$ cat config.mk
export PLATFORM = sky130hd
export DESIGN_NAME = vx_mem_perf_counter
export DESIGN_NICKNAME = d
export VERILOG_FILES = /design/src/rtl/vx_mem_perf_counter_pkg.sv /design/src/rtl/vx_mem_perf_if.sv /design/src/rtl/vx_pending_size.sv /design/src/rtl/vx_mem_perf_counter.sv
export SDC_FILE = /design/constraint.sdc
export NUM_CORES = 1
export LEC_CHECK = 0
export ABC_AREA = 1
export ABC_CLOCK_PERIOD_IN_PS = 2000
export CORE_MARGIN = 5
export CORE_UTILIZATION = 45
export DETAILED_ROUTE_END_ITERATION = 10
export HOLD_SLACK_MARGIN = 0.03
export PLACE_DENSITY = 0.71
export SETUP_SLACK_MARGIN = 0.02
export SLEW_MARGIN = 0
export SYNTH_ARGS = -nofsm -noshare
export SYNTH_HDL_FRONTEND = slang
export SYNTH_HIERARCHICAL = 1
export SYNTH_SLANG_ARGS = --single-unit
$ cat constraint.sdc
create_clock -name clk -period 2 [get_ports clk]
set_input_delay 0.6 -clock clk [delete_from_list [all_inputs] [get_ports clk]]
set_output_delay 0.6 -clock clk [all_outputs]
set_load 0.005 [all_outputs]
$ cat src/rtl/vx_mem_perf_counter_pkg.sv
// Shared constants for the memory performance counters.
// Counter width and pending-count sizing helper.
package vx_mem_perf_counter_pkg;

  localparam int VX_PERF_CTR_BITS = 44;

  function automatic int perf_pending_bits(input int n);
    return $clog2(n + 1);
  endfunction

endpackage

$ cat src/rtl/vx_mem_perf_if.sv
// Memory-system perf counter bundle.
// Master drives the counts, slave observes them.
interface vx_mem_perf_if #(
  parameter int W = 44
);

  logic [W-1:0] mem_reads;
  logic [W-1:0] mem_writes;
  logic [W-1:0] mem_latency;

  modport master (
    output mem_reads,
    output mem_writes,
    output mem_latency
  );

  modport slave (
    input mem_reads,
    input mem_writes,
    input mem_latency
  );

endinterface

$ cat src/rtl/vx_pending_size.sv
// Saturating up/down in-flight counter.
// Overflow/underflow are same-cycle pulses for the parent to latch.
module vx_pending_size
  import vx_mem_perf_counter_pkg::*;
#(
  parameter int SIZE = 64,
  parameter int W    = perf_pending_bits(SIZE)
) (
  input  logic         clk,
  input  logic         reset,
  input  logic         incr,
  input  logic         decr,
  output logic [W-1:0] size,
  output logic         overflow,
  output logic         underflow
);

  logic full;
  logic empty;

  assign full      = (size == W'(SIZE));
  assign empty     = (size == '0);
  assign overflow  = incr & ~decr & full;
  assign underflow = decr & ~incr & empty;

  always_ff @(posedge clk or negedge reset) begin
    if (!reset) begin
      size <= '0;
    end else begin
      unique case (1'b1)
        incr & ~decr & ~full:  size <= size + W'(1);
        decr & ~incr & ~empty: size <= size - W'(1);
        default: ;
      endcase
    end
  end

endmodule

$ cat src/rtl/vx_mem_perf_counter.sv
// Memory read/write/latency event counters with
// in-flight read tracking and sticky error flags.
module vx_mem_perf_counter
  import vx_mem_perf_counter_pkg::*;
#(
  parameter int PERF_CTR_BITS = VX_PERF_CTR_BITS,
  parameter int MAX_PENDING   = 64
) (
  input  logic                     clk,
  input  logic                     reset,
  input  logic                     perf_clear,
  input  logic                     mem_req_valid,
  input  logic                     mem_req_ready,
  input  logic                     mem_req_rw,
  input  logic                     mem_rsp_valid,
  input  logic                     mem_rsp_ready,
  output logic [PERF_CTR_BITS-1:0] mem_reads,
  output logic [PERF_CTR_BITS-1:0] mem_writes,
  output logic [PERF_CTR_BITS-1:0] mem_latency,
  output logic [perf_pending_bits(MAX_PENDING)-1:0] pending_reads,
  output logic                     err_overflow,
  output logic                     err_underflow
);

  localparam int PW = perf_pending_bits(MAX_PENDING);

  logic                     req_fire;
  logic                     rsp_fire;
  logic                     rd_fire;
  logic                     wr_fire;
  logic                     ovf_pulse;
  logic                     udf_pulse;
  logic [PW-1:0]            pend;
  logic [PERF_CTR_BITS-1:0] reads_q;
  logic [PERF_CTR_BITS-1:0] writes_q;
  logic [PERF_CTR_BITS-1:0] lat_q;

  vx_mem_perf_if #(.W(PERF_CTR_BITS)) perf_if ();

  assign req_fire = mem_req_valid & mem_req_ready;
  assign rsp_fire = mem_rsp_valid & mem_rsp_ready;
  assign rd_fire  = req_fire & ~mem_req_rw;
  assign wr_fire  = req_fire & mem_req_rw;

  vx_pending_size #(
    .SIZE (MAX_PENDING),
    .W    (PW)
  ) u_pending (
    .clk       (clk),
    .reset     (reset),
    .incr      (rd_fire),
    .decr      (rsp_fire),
    .size      (pend),
    .overflow  (ovf_pulse),
    .underflow (udf_pulse)
  );

  always_ff @(posedge clk or negedge reset) begin
    if (!reset) begin
      reads_q       <= '0;
      writes_q      <= '0;
      lat_q         <= '0;
      err_overflow  <= 1'b0;
      err_underflow <= 1'b0;
    end else begin
      err_overflow  <= err_overflow | ovf_pulse;
      err_underflow <= err_underflow | udf_pulse;
      // clear wins over any event in the same cycle
      if (perf_clear) begin
        reads_q  <= '0;
        writes_q <= '0;
        lat_q    <= '0;
      end else begin
        if (rd_fire)
          reads_q <= reads_q + PERF_CTR_BITS'(1);
        if (wr_fire)
          writes_q <= writes_q + PERF_CTR_BITS'(1);
        lat_q <= lat_q + PERF_CTR_BITS'(pend);
      end
    end
  end

  assign perf_if.mem_reads   = reads_q;
  assign perf_if.mem_writes  = writes_q;
  assign perf_if.mem_latency = lat_q;

  assign mem_reads     = perf_if.mem_reads;
  assign mem_writes    = perf_if.mem_writes;
  assign mem_latency   = perf_if.mem_latency;
  assign pending_reads = pend;

endmodule

# Word level (Yosys, flattened, before mapping)
# Index checks and enable logic that the tools add are counted.
# totals
ff_bits	141
input_bits	8
out_inout_bits	141
word_cells	39
# classes
n_addsub	5
eq_ne	1
n_mux	6
bitwise	17
reduce_logical	4
# op_table
operator	n
$mux 44	5
$add 44x1->44 const B	2
$add 44x7->44	1
$pmux 7 s2	1
$and 1x1->1	10
$add 7x1->7 const B	1
$eq 7x7->1 const B	1
$logic_not 7->1	1
$sub 7x1->7 const B	1
$reduce_bool 2->1	3
$not 1->1	5
$or 1x1->1	2

# Longest topological paths before layout
# logic_depth
ltp_word	6
ltp_mapped	19
ltp_nobuf	18

# Cells and area by module
# The synthesis kept the hierarchy.
# by_module_without_submodules
mod	n_inst	cells_per_inst	area_each_um2
vx_mem_perf_counter	1	1351	8873.5
vx_pending_size	1	99	614.3

# Worst setup path before layout
# No wires, ideal clock.
# synth_path
kind	input to register
startpoint	input port mem_req_rw
endpoint	register u_pending.size[6]
arrival_ns	2.116
required_ns	1.883
setup_slack_ns	-0.232
cell_stages	19
n_path_buf	1
cell_sequence	inv_1 > nand3_2 > inv_2 > buf_6 > nor2_2 > o21ai_4 > inv_2 > nand2_2 > nand2_1 > inv_2 > ha_1 > inv_1 > nand2_1 > nand3_1 > nand2_1 > nand2_1 > nand2_1 > nand2_1 > nand2_1
# synth_via
elab_chain_len	6
elab_cells_between_ends	9
# synth_rtl
item	line	text
start, declared	vx_mem_perf_counter.sv:14	input logic mem_req_rw,
$not 1->1 (*)	vx_mem_perf_counter.sv:42	assign rd_fire = req_fire & ~mem_req_rw;
$and 1x1->1 (*)	vx_mem_perf_counter.sv:42	
net rd_fire	vx_mem_perf_counter.sv:29	logic rd_fire;
$not 1->1	vx_pending_size.sv:32	decr & ~incr & ~empty: size <= size - W'(1);
$and 1x1->1 (2 in a row)	vx_pending_size.sv:32	
$pmux 7 s2 or $reduce_bool 2->1 (tied branches)	--	
end signal, assigned	vx_pending_size.sv:31	incr & ~decr & ~full: size <= size + W'(1);
end signal, assigned	vx_pending_size.sv:32	
end, declared	vx_pending_size.sv:13	output logic [W-1:0] size,
# Mark *: on every way through the listed nets, which the timed path passes. The rest lies on a longest branch.
# A chain may end at the register's enable or synchronous reset.

# Worst setup path after layout
# layout_path
startpoint	register writes_q[42], in the netlist mem_writes[42]
endpoint	output port mem_writes[42]
# layout_lines
item	line	text
start, declared	vx_mem_perf_counter.sv:35	logic [PERF_CTR_BITS-1:0] writes_q;
start signal, assigned	vx_mem_perf_counter.sv:77	writes_q <= writes_q + PERF_CTR_BITS'(1);
end, declared	vx_mem_perf_counter.sv:18	output logic [PERF_CTR_BITS-1:0] mem_writes,
# No word-level cell between the ends.

==> results.toml <==
[worst_setup_path]
crit_type = "flip-flop to output port"
crit_start = "mem_writes[42]$_DFFE_PN0P_"
rr_startpoint = "u_pending/size[0]$_DFFE_PN0P_"
reg2reg_depth = 17
r2r_slack_ps = 60
worst_ep_required_time_ps = 1400
cpLargestDelayFamily = "buffers and inverters"
end_kind = "output port"
crit_end = "mem_writes[42]"
crit_cells = 1
cp_slowest_cell = "clkdlybuf4s50_1"
rr_endpoint = "u_pending/size[6]$_DFFE_PN0P_"
cp.buffers_inverters = 1
max_stage_delay_ps = 520
cp.arrival_ps = 1360
crit_chain = "clkdlybuf4s50_1"
startpoint_type = "flip-flop"
critical_path.max_fanout = 5

[run]
cap_violations = 0

[clock_network]
path_clk_slew_ps = 60
clk_path_buf_depth = 2
clkSinkCount = 141
cts_made_buffers = 17
root_buffer = "clkbuf_16"
hold_buffers = 0
cts_tree = "built"
clkLatencyLatePin_ps = 430
htreeDepth = 4

[min_path]
hold_class = "primary input to async pin"

[logic_synthesis]
ys_seq_area_frac = 0.372
syn_nets = 1469
synth_area_sq_um = 9490
postSynthCellCount = 1450
yosysUniqueCellTypes = 42
ys_ff_latch = 141
synth_area_per_cell_sq_um = 6.54
ys_warn_count = 6

[drt]
wl_per_cell_microns = 15.7
num_vias = 10900
routed_via_density = 5.20
finalWirelength_mm = 32.7
drt_iter0_drc = 732
drcViolationCount = 0
ant_nets = 0
dr.pass1.iters = 5

[timing]
fmax_mhz = 510
layout_setup_ws_ps = 39.5
slew_headroom = 0.646
worst_slew_pin_slew_ps = 527
setup_viol = 0
period_minus_slack_ps = 1960
drv_slew = 0
post-route-period-util = 0.980
fin_skew_ps = 12.9
hold_violations = 0

[power]
total_power_mw = 9.45
power_density_nw_per_um2 = 682
irDropWorstVdd_uv = 796
leakage_nw = 6.57

[layout]
stdcell_count = 2088
final_layout_size_suffix_gt1_frac = 0.227
layout_commonest_cell = "nand2_1"
nNetsFinal = 1820
antenna_cells = 0
syn_to_final_growth_pct = 45.9
final_cell_mix = "434 x nand2_1, 262 x nor2_1, 186 x buf_4, 151 x inv_1, 109 x clkdlybuf4s50_1"

[floorplan]
io_pins = 149
initial_utilization = 0.454
die_area_sq_um = 24100
die_x_microns = 155
core_sq_um = 20900
die_h_microns = 155
fp-row-count = 53

[grt]
grt_max_degree = 54
grt_overflow = 0
antenna_found_initial = 0
grt_usage = 0.264
grt_pass1_vias = 10100
grt_pass1_wl_mm = 51.3

[placement]
place_congestion = 0.962
dp_hpwl_mm = 23.1
portBuffers = 148
detailedPlace.worstSlack_ps = -557
place_inst = 1927

[status]
run_status = "finished clean"
-- flip-flops by register name (all words and copies together), names as in the netlist --
register and flops:
err_overflow 1, err_underflow 1, mem_latency 44, mem_reads 44
mem_writes 44, u_pending/size 7
-- metal layers --
layer  share of wire  global-route usage  up-vias
met1            0.44               0.352     5155
met5               0                   0        -
met2            0.49               0.445      322
met4           0.022              0.0763        0
met3           0.056              0.0423       47
li1                -                   -     5329
-- power breakdown --
part	total (mW)	internal [mW]	switching [mW]
Clock	3.28	1.98	1.30
Combinational	2.99	1.40	1.59
Sequential	3.18	3.02	0.165
-- metrics by stage --
stage          TNS (ps)  hold slack, ps  instance area, sq um  utilization
3_3_place_gp     -21080             465                 11900        0.568
4_1_cts               0            38.7                 13200        0.631
2_1_floorplan      -117             304                  9530            -
5_1_grt            -156            49.3                 13800        0.663
3_5_place_dp     -24620             458                 11900        0.568
6_report              0            35.1                 13800        0.663
-- synth_stat cells (all sizes together) --
library cell | n | share of area
or2 | 4 | 0.0026
buf | 11 | 0.0059
nand4 | 56 | 0.037
dfrtp | 141 | 0.37
a31oi | 5 | 0.0033
nand3 | 108 | 0.063
a21o | 4 | 0.0032
and2 | 2 | 0.0016
a21oi | 50 | 0.026
ha | 10 | 0.013
nor2 | 300 | 0.13
clkinv | 1 | 0.00040
mux2i | 1 | 0.0011
nor3b | 5 | 0.0040
o21ai | 64 | 0.036
nand3b | 3 | 0.0024
nand2 | 469 | 0.19
xnor2 | 1 | 0.00092
inv | 170 | 0.068
xor2 | 9 | 0.0083
nor3 | 24 | 0.015
fa | 1 | 0.0021
nor4 | 1 | 0.00066
o21a | 4 | 0.0032
clkbuf | 6 | 0.0024
-- kinds of logic after synthesis --
logic type,share of synthesized area
and+or+nand+nor,0.454
DFF,0.372
xor gates and xnor gates,0.00923
AOI/OAI and AO/OA,0.0721
muxes,0.00106
buffers and inverters,0.0765
adders and majority gates,0.0153
-- how the worst min path moves through the flow --
stage                                       endpoint               startpoint  slack (ps)  cells after the start
after floorplan               err_overflow$_DFF_PN0_                    reset         300                      0
after global placement       err_underflow$_DFF_PN0_  err_underflow$_DFF_PN0_         460                      1
after detailed placement      err_overflow$_DFF_PN0_   err_overflow$_DFF_PN0_         460                      1
after CTS                 mem_writes[17]$_DFFE_PN0P_                    reset          40                      1
after global routing      mem_writes[17]$_DFFE_PN0P_                    reset          50                      1
final                     mem_writes[17]$_DFFE_PN0P_                    reset          40                      1
-- what timing repair did --
action	4_1_cts	5_1_grt
pin swaps	3	24
resized for setup	80	81
gates cloned	0	1
hold endpoints to repair	0	0
endpoints found under the setup margin	118	84
setup buffers	83	48
-- area by class of cell --
cell class / count / area (sq um)
clock buffer: 20 / 447
sequential: 141 / 3590
multi-input combinational: 1121 / 5540
clock inverter: 11 / 144
fill: 1861 / 7040
tap: 275 / 344
timing repair buffer: 349 / 3120
inverter: 171 / 664
Power figures use the tool's default switching activity.
